$ cat config.mk
export PLATFORM = sky130hd
export DESIGN_NAME = cfg_bus_arb
export DESIGN_NICKNAME = d
export VERILOG_FILES = /design/src/rtl/cfg_bus_arb.sv
export SDC_FILE = /design/constraint.sdc
export NUM_CORES = 1
export LEC_CHECK = 0
export BUFFER_PORTS_ARGS = -buffer_cell sky130_fd_sc_hd__clkbuf_2
export CELL_PAD_IN_SITES_DETAIL_PLACEMENT = 0
export CELL_PAD_IN_SITES_GLOBAL_PLACEMENT = 1
export CORE_AREA = 3 3 198 200
export DETAILED_ROUTE_END_ITERATION = 8
export DIE_AREA = 0 0 201 203
export PLACE_DENSITY = 0.82
export SYNTH_ARGS = -nofsm -noshare
export SYNTH_HDL_FRONTEND = slang
export SYNTH_SLANG_ARGS = --single-unit
$ cat constraint.sdc
create_clock -name clk -period 7.6 [get_ports clk]
set_input_delay 0.38 -clock clk [delete_from_list [all_inputs] [get_ports clk]]
set_output_delay 0.38 -clock clk [all_outputs]
set_load 0.005 [all_outputs]
$ cat src/rtl/cfg_bus_arb.sv
// cfg_bus_arb: round-robin arbiter funnelling N upstream cfg requesters onto
// one downstream cfg port, with a per-transaction downstream timeout.
module cfg_bus_arb #(
  parameter int unsigned N_PORTS       = 4,
  parameter int unsigned TIMEOUT_CYC   = 256,
  parameter logic [31:0] TIMEOUT_RDATA = 32'hDEAD_BEEF
) (
  input  logic                  clk,
  input  logic                  sync_rst,
  input  logic [N_PORTS*32-1:0] up_addr,
  input  logic [N_PORTS*32-1:0] up_wdata,
  input  logic [N_PORTS-1:0]    up_wr,
  input  logic [N_PORTS-1:0]    up_rd,
  output logic [N_PORTS-1:0]    up_ack,
  output logic [N_PORTS*32-1:0] up_rdata,
  output logic [31:0]           dn_addr,
  output logic [31:0]           dn_wdata,
  output logic                  dn_wr,
  output logic                  dn_rd,
  input  logic                  dn_ack,
  input  logic [31:0]           dn_rdata,
  input  logic                  timeout_clr,
  output logic                  timeout_sticky,
  output logic [15:0]           timeout_cnt
);

  localparam int unsigned PW        = (N_PORTS > 1) ? $clog2(N_PORTS) : 1;
  localparam logic [15:0] WAIT_LAST = 16'(TIMEOUT_CYC - 1);

  typedef enum logic [1:0] {
    S_IDLE,
    S_ISSUE,
    S_RESP
  } state_e;

  state_e                state_q, state_d;
  logic [PW-1:0]         grant_q, grant_d;
  logic                  op_wr_q, op_wr_d;
  logic [31:0]           dn_addr_q, dn_addr_d;
  logic [31:0]           dn_wdata_q, dn_wdata_d;
  logic                  dn_wr_q, dn_wr_d;
  logic                  dn_rd_q, dn_rd_d;
  logic [N_PORTS-1:0]    up_ack_q, up_ack_d;
  logic [N_PORTS*32-1:0] up_rdata_q, up_rdata_d;
  logic [15:0]           wait_q, wait_d;
  logic                  sticky_q, sticky_d;
  logic [15:0]           tcnt_q, tcnt_d;

  logic [N_PORTS-1:0]    req;
  logic                  found;
  logic [PW-1:0]         pick;
  int unsigned           idx;

  // Round-robin pick: first requester at or after the port following the last grant.
  always_comb begin
    req   = up_wr | up_rd;
    found = 1'b0;
    pick  = grant_q;
    idx   = 0;
    for (int unsigned i = 1; i <= N_PORTS; i++) begin
      idx = (32'(grant_q) + i) % N_PORTS;
      if (!found && req[PW'(idx)]) begin
        found = 1'b1;
        pick  = PW'(idx);
      end
    end
  end

  // Next-state and registered-output computation for the IDLE/ISSUE/RESP FSM.
  always_comb begin
    state_d    = state_q;
    grant_d    = grant_q;
    op_wr_d    = op_wr_q;
    dn_addr_d  = dn_addr_q;
    dn_wdata_d = dn_wdata_q;
    dn_wr_d    = dn_wr_q;
    dn_rd_d    = dn_rd_q;
    up_ack_d   = '0;
    up_rdata_d = up_rdata_q;
    wait_d     = wait_q;
    sticky_d   = sticky_q;
    tcnt_d     = tcnt_q;

    // Clear is applied first so a timeout in the same cycle overrides it.
    if (timeout_clr) begin
      sticky_d = 1'b0;
    end

    case (state_q)
      S_IDLE: begin
        if (found) begin
          grant_d    = pick;
          op_wr_d    = up_wr[pick];
          dn_addr_d  = up_addr[32*int'(pick) +: 32];
          dn_wdata_d = up_wdata[32*int'(pick) +: 32];
          // A port raising both wr and rd gets a write only.
          dn_wr_d    = up_wr[pick];
          dn_rd_d    = ~up_wr[pick];
          wait_d     = '0;
          state_d    = S_ISSUE;
        end
      end
      S_ISSUE: begin
        if (dn_ack) begin
          dn_wr_d   = 1'b0;
          dn_rd_d   = 1'b0;
          up_ack_d[grant_q] = 1'b1;
          up_rdata_d[32*int'(grant_q) +: 32] = op_wr_q ? '0 : dn_rdata;
          state_d   = S_RESP;
        end else if (wait_q == WAIT_LAST) begin
          dn_wr_d   = 1'b0;
          dn_rd_d   = 1'b0;
          up_ack_d[grant_q] = 1'b1;
          up_rdata_d[32*int'(grant_q) +: 32] = TIMEOUT_RDATA;
          sticky_d  = 1'b1;
          if (tcnt_q != '1) begin
            tcnt_d = tcnt_q + 16'd1;
          end
          state_d   = S_RESP;
        end else begin
          wait_d = wait_q + 16'd1;
        end
      end
      S_RESP: begin
        state_d = S_IDLE;
      end
      default: begin
        state_d = S_IDLE;
      end
    endcase
  end

  // State and output registers with synchronous reset.
  always_ff @(posedge clk) begin
    if (sync_rst) begin
      state_q    <= S_IDLE;
      grant_q    <= PW'(N_PORTS - 1);
      op_wr_q    <= 1'b0;
      dn_addr_q  <= '0;
      dn_wdata_q <= '0;
      dn_wr_q    <= 1'b0;
      dn_rd_q    <= 1'b0;
      up_ack_q   <= '0;
      up_rdata_q <= '0;
      wait_q     <= '0;
      sticky_q   <= 1'b0;
      tcnt_q     <= '0;
    end else begin
      state_q    <= state_d;
      grant_q    <= grant_d;
      op_wr_q    <= op_wr_d;
      dn_addr_q  <= dn_addr_d;
      dn_wdata_q <= dn_wdata_d;
      dn_wr_q    <= dn_wr_d;
      dn_rd_q    <= dn_rd_d;
      up_ack_q   <= up_ack_d;
      up_rdata_q <= up_rdata_d;
      wait_q     <= wait_d;
      sticky_q   <= sticky_d;
      tcnt_q     <= tcnt_d;
    end
  end

  assign up_ack         = up_ack_q;
  assign up_rdata       = up_rdata_q;
  assign dn_addr        = dn_addr_q;
  assign dn_wdata       = dn_wdata_q;
  assign dn_wr          = dn_wr_q;
  assign dn_rd          = dn_rd_q;
  assign timeout_sticky = sticky_q;
  assign timeout_cnt    = tcnt_q;

endmodule

==> summary by stage, run 1 <==
Run status
The run finished with clean final reports.

Routing
The pre-antenna-repair detailed-routing pass consisted of 5 iterations. In the final routed layout, each cell accounts on average for 19.5 um. The mean number of vias per cell is 4.93. The number of antenna-violating nets in the routed design is 0. For this block, the via count after detailed routing is 10.8k. For this block, the initial DRC count from the detailed router was 518.

The DRC violations left is 0. The wire length reported by the detailed router is 42.8 mm.

CTS
Post-CTS timing repair inserted 0 buffers for setup. The count of cells resized by post-cts repair is 0. TritonCTS built the clock tree.

The clock tree buffer depth is 3. The number of H-tree branching levels is 1. For the worst-skew pair, the clock arrives at the later sink with an insertion delay of 0.55 ns. The tree is rooted in a clkbuf_16. The number of buffers inserted for hold repair after clock tree synthesis is 0. Clock-pin slew was measured on the worst setup and hold paths at 0.06 ns. The clock net in this run drives a total of 236 sinks. The number of clock buffers inserted by TritonCTS is 27.

Die
The starting utilization of the core area is 28.1%. The boundary pin count is 515. The die covers 40,800 um2.

The floorplan has 71 rows. The die extent in x is 201 um. The die is 203 um tall.

The placeable core region is 37,600 um2.

Global routing
The total routing resource utilization after global routing is 19.7%. The final global-route overflow total is 0. The via count of the first global-routing pass is 10.5k. Entering global routing, the biggest net connects 131 pins. The number of antenna violations at the first check in global routing is 9. The global-route wire length before repair is 63.3 mm.

Layout
The fraction of layout instances using a drive strength above 1 is 34.4%. The utilization of the core after routing is 38.2%. Excluding fillers, the count of instances in the completed layout stands at 2,193. The synthesis-to-layout area growth is 36.1%.

The total number of nets in the final design is 1,964.

Logic synthesis
The sequential area share after synthesis is 44.8%. The number of flops mapped to enable cells by yosys is 0. Synthesis produced a netlist whose cell count is 1,202.

A synthesized cell averages 8.78 um2. The share of synthesized flip-flops with an asynchronous set or reset is 0%. The most used flip-flop cell after synthesis is dfxtp_1.

The number of nets in the synthesized netlist is 1,509. Summing every instance area after synthesis gives 10,500 um2. The total of warnings raised by yosys is 0. The number of storage elements in the synthesis netlist is 236.

The count of different cell masters after synthesis is 50.

Place
The wire-length estimate of the detail-placed layout is 32.1 mm. The count of buffers added on input and output ports is 514. The final weighted congestion in routability-driven placement is 0.852. After detailed placement, the design holds a cell count of 2,139.

Power
The design draws 0.00479 W. The leakage power figure is 6.81 nW. VDD sags by at most 558 uV. For this design the ratio of total power to cell area is 334 nW/um2.

STA
The hold violation total from the final report is 0. The number of pins with negative max-slew slack in the final report is 0. The clock skew is 0.0209 ns. Setup total negative slack on the finished layout was measured at 0 ns. Setup violations remaining at the end of the flow were counted as 0. Setup repair after global routing left no endpoint under its margin.

The upper clock frequency limit is 0.249 GHz. The relative max-transition margin is 22.4%. At the pin with the least slew margin, the transition time is 1.16 ns.

The post-route fraction of the period consumed by the critical path is 52.8%. The clock period could shrink to 4.01 ns.

Setup path
The launching element type of the critical path is a flip-flop. The origin of the critical flop-to-flop path is grant_q[0]$_SDFFE_PP1P_. Along the worst path, the maximum fanout reaches 130. For this design, the slowest cell found on the critical path is dfxtp_1. On the worst path, the slowest cell contributes a delay of 0.76 ns. The worst path arrival time is 4.40 ns. Tracing the worst setup path back leads to its startpoint at grant_q[0]$_SDFFE_PP1P_. The required time at the worst-slack endpoint is 7.99 ns. The setup path with the least slack is of type flip-flop to flip-flop.

The nature of the critical path endpoint is a flip-flop. Traced cell by cell, the critical path runs through inv_2, ha_1, mux4_2, o21ai_0, xnor2_2, buf_12, mux2i_1, o221ai_1.

Worst hold path
The worst hold path belongs to the class input port to flip-flop. The startpoint identified for the worst hold timing path is timeout_clr.

Flow run
The tool flagged a number of max-cap violations equal to 0.
where the power goes:
group	total (W)	internal [W]	switching, W
clock	0.00132	0.000792	0.000527
combinational	0.00194	0.000865	0.00107
sequential	0.00154	0.00142	0.000118
kinds of logic after synthesis:
group | Yosys count | synth area share [%]
DFF | 236 | 44.8
buffers and inverters | 103 | 4.19
and+or+nand+nor | 461 | 20.4
muxes | 135 | 13.2
AOI/OAI and AO/OA | 240 | 15.0
adders and majority gates | 7 | 0.830
xor gates and xnor gates | 20 | 1.66
critical path: cells and delay by family (launching register included):
family | cells | cell delay, ns
mux | 2 | 0.81
compound gates | 2 | 0.55
flops | 1 | 0.76
xor+xnor | 1 | 0.19
buf+inv | 2 | 0.71
fa+ha+maj | 1 | 0.54
synth_stat cells, drive strengths merged, types with 8 or more instances:
library cell	count	area, um2
nor3	101	505
o21ai	17	85.1
nand3	20	100
clkbuf	72	270
or3	8	50.1
buf	26	153
nor2b	40	250
mux2i	132	1320
nor2	140	526
o221ai	64	561
a22o	22	193
and2	10	62.6
dfxtp	236	4720
nand2	101	379
a21oi	119	596
xor2	13	114
and3	9	56.3
routing by layer:
layer | wire [um] | GRT usage, % | vias to the layer above
met4 | 1520 | 7.93 | 0
met5 | 0 | 0 | -
met3 | 3310 | 5.26 | 64
met2 | 21500 | 34.9 | 413
met1 | 16500 | 22.6 | 5113
li1 | - | - | 5222
registers in the layout, summed over array words and instances (netlist names):
register        flops
up_rdata          128
dn_addr            32
dn_wdata           32
timeout_cnt        16
wait_q             16
up_ack              4
grant_q             2
state_q             2
dn_rd               1
dn_wr               1
op_wr_q             1
timeout_sticky      1
through the flow:
| step | hold WS (ns) | instance area (um2) | setup slack (ns) |
|---|---|---|---|
| floorplan | 0.448 | 10500 | 4.68 |
| global placement | 0.438 | 13400 | 3.81 |
| detailed placement | 0.446 | 13400 | 3.60 |
| CTS | 0.100 | 14300 | 3.60 |
| global route | 0.121 | 14400 | 3.39 |
| finish | 0.130 | 14400 | 3.59 |
final cells by class:
class | count | area (um2)
Antenna cell | 7 | 17.5
Clock buffer | 37 | 753
Clock inverter | 10 | 139
Fill cell | 3887 | 23200
Inverter | 5 | 18.8
Multi-Input combinational cell | 863 | 5400
Sequential cell | 236 | 4720
Tap cell | 511 | 639
Timing Repair Buffer | 524 | 2660
cell usage in the layout (no fill, tap or decap), types with 20 or more instances in the layout:
master,n
o221ai_1,64
a22o_1,22
clkbuf_16,27
dfxtp_1,236
clkbuf_2,513
nor2b_1,39
a21oi_1,119
nor3_1,101
mux2i_1,132
nor2_1,140
nand2_1,100
nand3_1,20
final timing paths:
path,depth (start not counted),endpoint,slack [ns]
worst max-delay path,8,dn_addr[15]$_SDFFE_PP0P_,3.59
worst max register to register,8,dn_addr[15]$_SDFFE_PP0P_,3.59
worst min register to register,2,up_rdata[24]$_SDFFE_PP0P_,0.46
worst min-delay path,3,timeout_sticky$_SDFF_PP0_,0.13
Note: power is estimated with default switching activity, not from simulation.
==> run 2: changes to the inputs <==
==> constraint.sdc (replaced) <==
create_clock -name clk -period 3.85 [get_ports clk]
set_input_delay 0.1925 -clock clk [delete_from_list [all_inputs] [get_ports clk]]
set_output_delay 0.1925 -clock clk [all_outputs]
set_load 0.005 [all_outputs]
==> run 2 against run 1 <==
Sequential cell count did not move. Worst setup slack worse by 3.4 ns. Critical path depth rose by 2. First-iteration DRC count is 18% higher. Final cell count is 12% higher. Clock power is 110% higher. Total power grew 130%.
==> summary by stage, run 2 (synthesis results as in run 1) <==
Die
The initialized floorplan defines 71 standard-cell rows. The die extent in x is 201 um. The die is 203 um tall. The die covers 40,800 um2. In this run the standard cell core region covers 37,600 um2. Pin placement for this block handled 515 I/O pins. The starting utilization of the core area is 28.1%.

Power
The sequential power share is 26.9%. Net switching is 34.5% of the power. The power density over cell area is 657 nW/um2. The share of total power in combinational logic is 48.0%. The worst ir drop on vdd is 560 uV. The power spent charging and discharging nets is 0.00387 W. Of the total power, the clock network draws 25.1%. The leakage power figure is 7.98 nW.

The internal portion of the total power is 0.00736 W.

Layout
The final cell area excluding filler cells is 17,100 um2. The library cell used most frequently in the layout, excluding fill and tap cells, is clkbuf_2. After the last flow step, the layout net total stands at 2,226. The register with the most flip-flops in the layout has 128 of them. The count of fill cells added during filler insertion is 3,547. Leaving out fill and tap cells, the most frequent cells in the layout are 513 x clkbuf_2, 250 x dlygate4sd3_1, 236 x dfxtp_1, 140 x nor2_1, 132 x mux2i_1. Relative to the synthesized area, the layout overhead comes to 61.9%. The utilization of the core after routing is 45.4%. Of the cells placed in the final design, the portion with a size suffix greater than 1 is 30.5%.

CTS
CTS saw 236 sinks. At the later pin of the worst-skew pair, clock insertion delay measures 0.56 ns. The total setup buffers inserted after CTS is 0. CTS built an H-tree with a depth of 1. The TritonCTS clock tree is done.

The longest clock path from root to sink contains 3 buffers. After clock tree synthesis, the clock-pin slew on the worst setup and hold paths is 0.06 ns. Buffers inserted during clock tree synthesis total 27. Clock tree synthesis selected as its root buffer the cell clkbuf_16.

STA
The setup-violating endpoint count in the final report is 0. The number of pins with negative max-slew slack in the final report came to 0. The final-layout setup total negative slack is 0 ns.

The relative max-transition margin is 24.8%. The slew at the pin closest to its max-slew limit is 1.13 ns. The final worst hold slack is 0.0161 ns. The hold violation total from the final report was 0. The final critical path takes up 94.1% of the cycle. The worst path in the final design needs a cycle of 3.62 ns, including I/O delays and setup. The clock skew is 0.0173 ns. Setup repair after global routing left no endpoint under its margin. Derived from the worst setup path, the maximum achievable clock frequency is 0.276 GHz.

Global routing
The total routing resource utilization after global routing is 22.7%. The number of antenna violations at the first check in global routing is 10. The global-route wire length before repair is 73.5 mm. The final global-route overflow total is 0. The largest net degree at the start of global routing is 82.

The via count of the first global-routing pass came to 12.7k.

Routing
The routed wirelength normalized by instance count is 19.9 um. Using the TritonRoute via totals, the vias-per-cell ratio works out to 5.03. For this block, the via count after detailed routing is 12.4k. The count of TritonRoute iterations in the first routing pass is 5. The DRC violations left is 0. The final layout contains routed wiring with a total length of 49.0 mm. The count of nets left with antenna violations once routing finished came out at 0. The detailed router finished its first iteration with 611 violations.

Place
Summing all placed instances gives a cell area of 13,600 um2. Buffers placed on the I/O ports in this run total 514. The final weighted congestion in routability-driven placement is 0.844.

The HPWL after detailed placement is 32.7 mm.

Setup path
The startpoint identified for the worst register-to-register timing path is grant_q[1]$_SDFFE_PP1P_. Traced cell by cell, the critical path runs through inv_1, ha_4, mux4_2, o21ai_1, xnor2_2, buf_12, mux2i_1, dlygate4sd3_1, o221ai_1, dlygate4sd3_1. Data on the critical path is required at its endpoint by 4.29 ns.

Among all stages on the critical path, the largest delay is contributed by dlygate4sd3_1. The launching element of the worst setup path is grant_q[1]$_SDFFE_PP1P_. The worst setup path is captured at a flip-flop. For the worst setup path, the data arrival time is 4.07 ns. For this run, the slowest stage of the critical path takes 0.60 ns. The most used cell along the critical path is dlygate4sd3_1. The launching element type of the critical path is a flip-flop. In this run the worst path has a maximum fanout of 30. The type of the worst setup path is flip-flop to flip-flop.

Flow run
Max-cap violations in this run came to 0.

Worst hold path
In this run the most critical hold path is launched from up_addr[88]. The worst hold path belongs to the class input port to flip-flop.

Run status
The run finished with clean final reports.
[run 2: layer usage]
metal / share of wire, % / wire (um) / GRT usage [%] / up-vias
met5: 0 / 0 / 0 / -
li1: - / - / - / 5758
met1: 37 / 18200 / 25.0 / 5885
met3: 8.2 / 4030 / 6.33 / 131
met4: 5.5 / 2700 / 11.1 / 0
met2: 49 / 24100 / 40.2 / 602
[run 2: final timing paths]
| check | to | slack, ns | cells past startpoint |
|---|---|---|---|
| setup / recovery | dn_wdata[18]$_SDFFE_PP0P_ | 0.23 | 10 |
| hold / removal | dn_addr[24]$_SDFFE_PP0P_ | 0.02 | 3 |
| setup reg to reg | dn_wdata[18]$_SDFFE_PP0P_ | 0.23 | 10 |
| hold reg to reg | up_rdata[14]$_SDFFE_PP0P_ | 0.45 | 2 |
[run 2: worst max-delay path: cells and delay by family, from the launching register on]
kind                       cells  cell delay (ns)
buffers and inverters          4             1.61
muxes                          2             0.51
DFF                            1             0.45
adders and majority gates      1             0.37
AOI/OAI and AO/OA              2             0.34
xor gates and xnor gates       1             0.17
[run 2: layout make-up]
| cell class | instances | area, um2 | area share, % |
|---|---|---|---|
| multi-input cells | 863 | 5410 | 31.7 |
| repair buffers | 786 | 5290 | 31.0 |
| clock buffers | 37 | 763 | 4.47 |
| diodes | 11 | 27.5 | 0.161 |
| well taps | 511 | 639 | 3.74 |
| flip-flops and latches | 236 | 4720 | 27.7 |
| clock inverters | 12 | 204 | 1.19 |
| inverters | 5 | 18.8 | 0.110 |
[run 2: timing repair]
| action | in CTS | in global routing |
|---|---|---|
| hold buffers | 250 | 0 |
| endpoints found under the setup margin | 0 | 42 |
| endpoints found under the hold margin | 70 | 0 |
| gates resized for setup | 0 | 4 |
[run 2: stage by stage]
stage / worst slack [ns] / total power (W) / cells
after floorplan: 0.926 / 0.00576 / 1202
after global placement: 0.792 / 0.00697 / 2151
after detailed placement: 0.637 / 0.00705 / 2151
after CTS: 0.0144 / 0.0111 / 2450
after global routing: 0.0608 / 0.0118 / 2460
final: 0.228 / 0.0112 / 2461
[run 2: power by group through the flow]
stage / clock network [W] / logic, W / registers (W)
after floorplan: 0 / 0.00272 / 0.00304
after global placement: 0 / 0.00393 / 0.00304
after detailed placement: 0 / 0.00400 / 0.00304
after CTS: 0.00288 / 0.00517 / 0.00300
after global routing: 0.00299 / 0.00575 / 0.00305
final: 0.00282 / 0.00539 / 0.00302
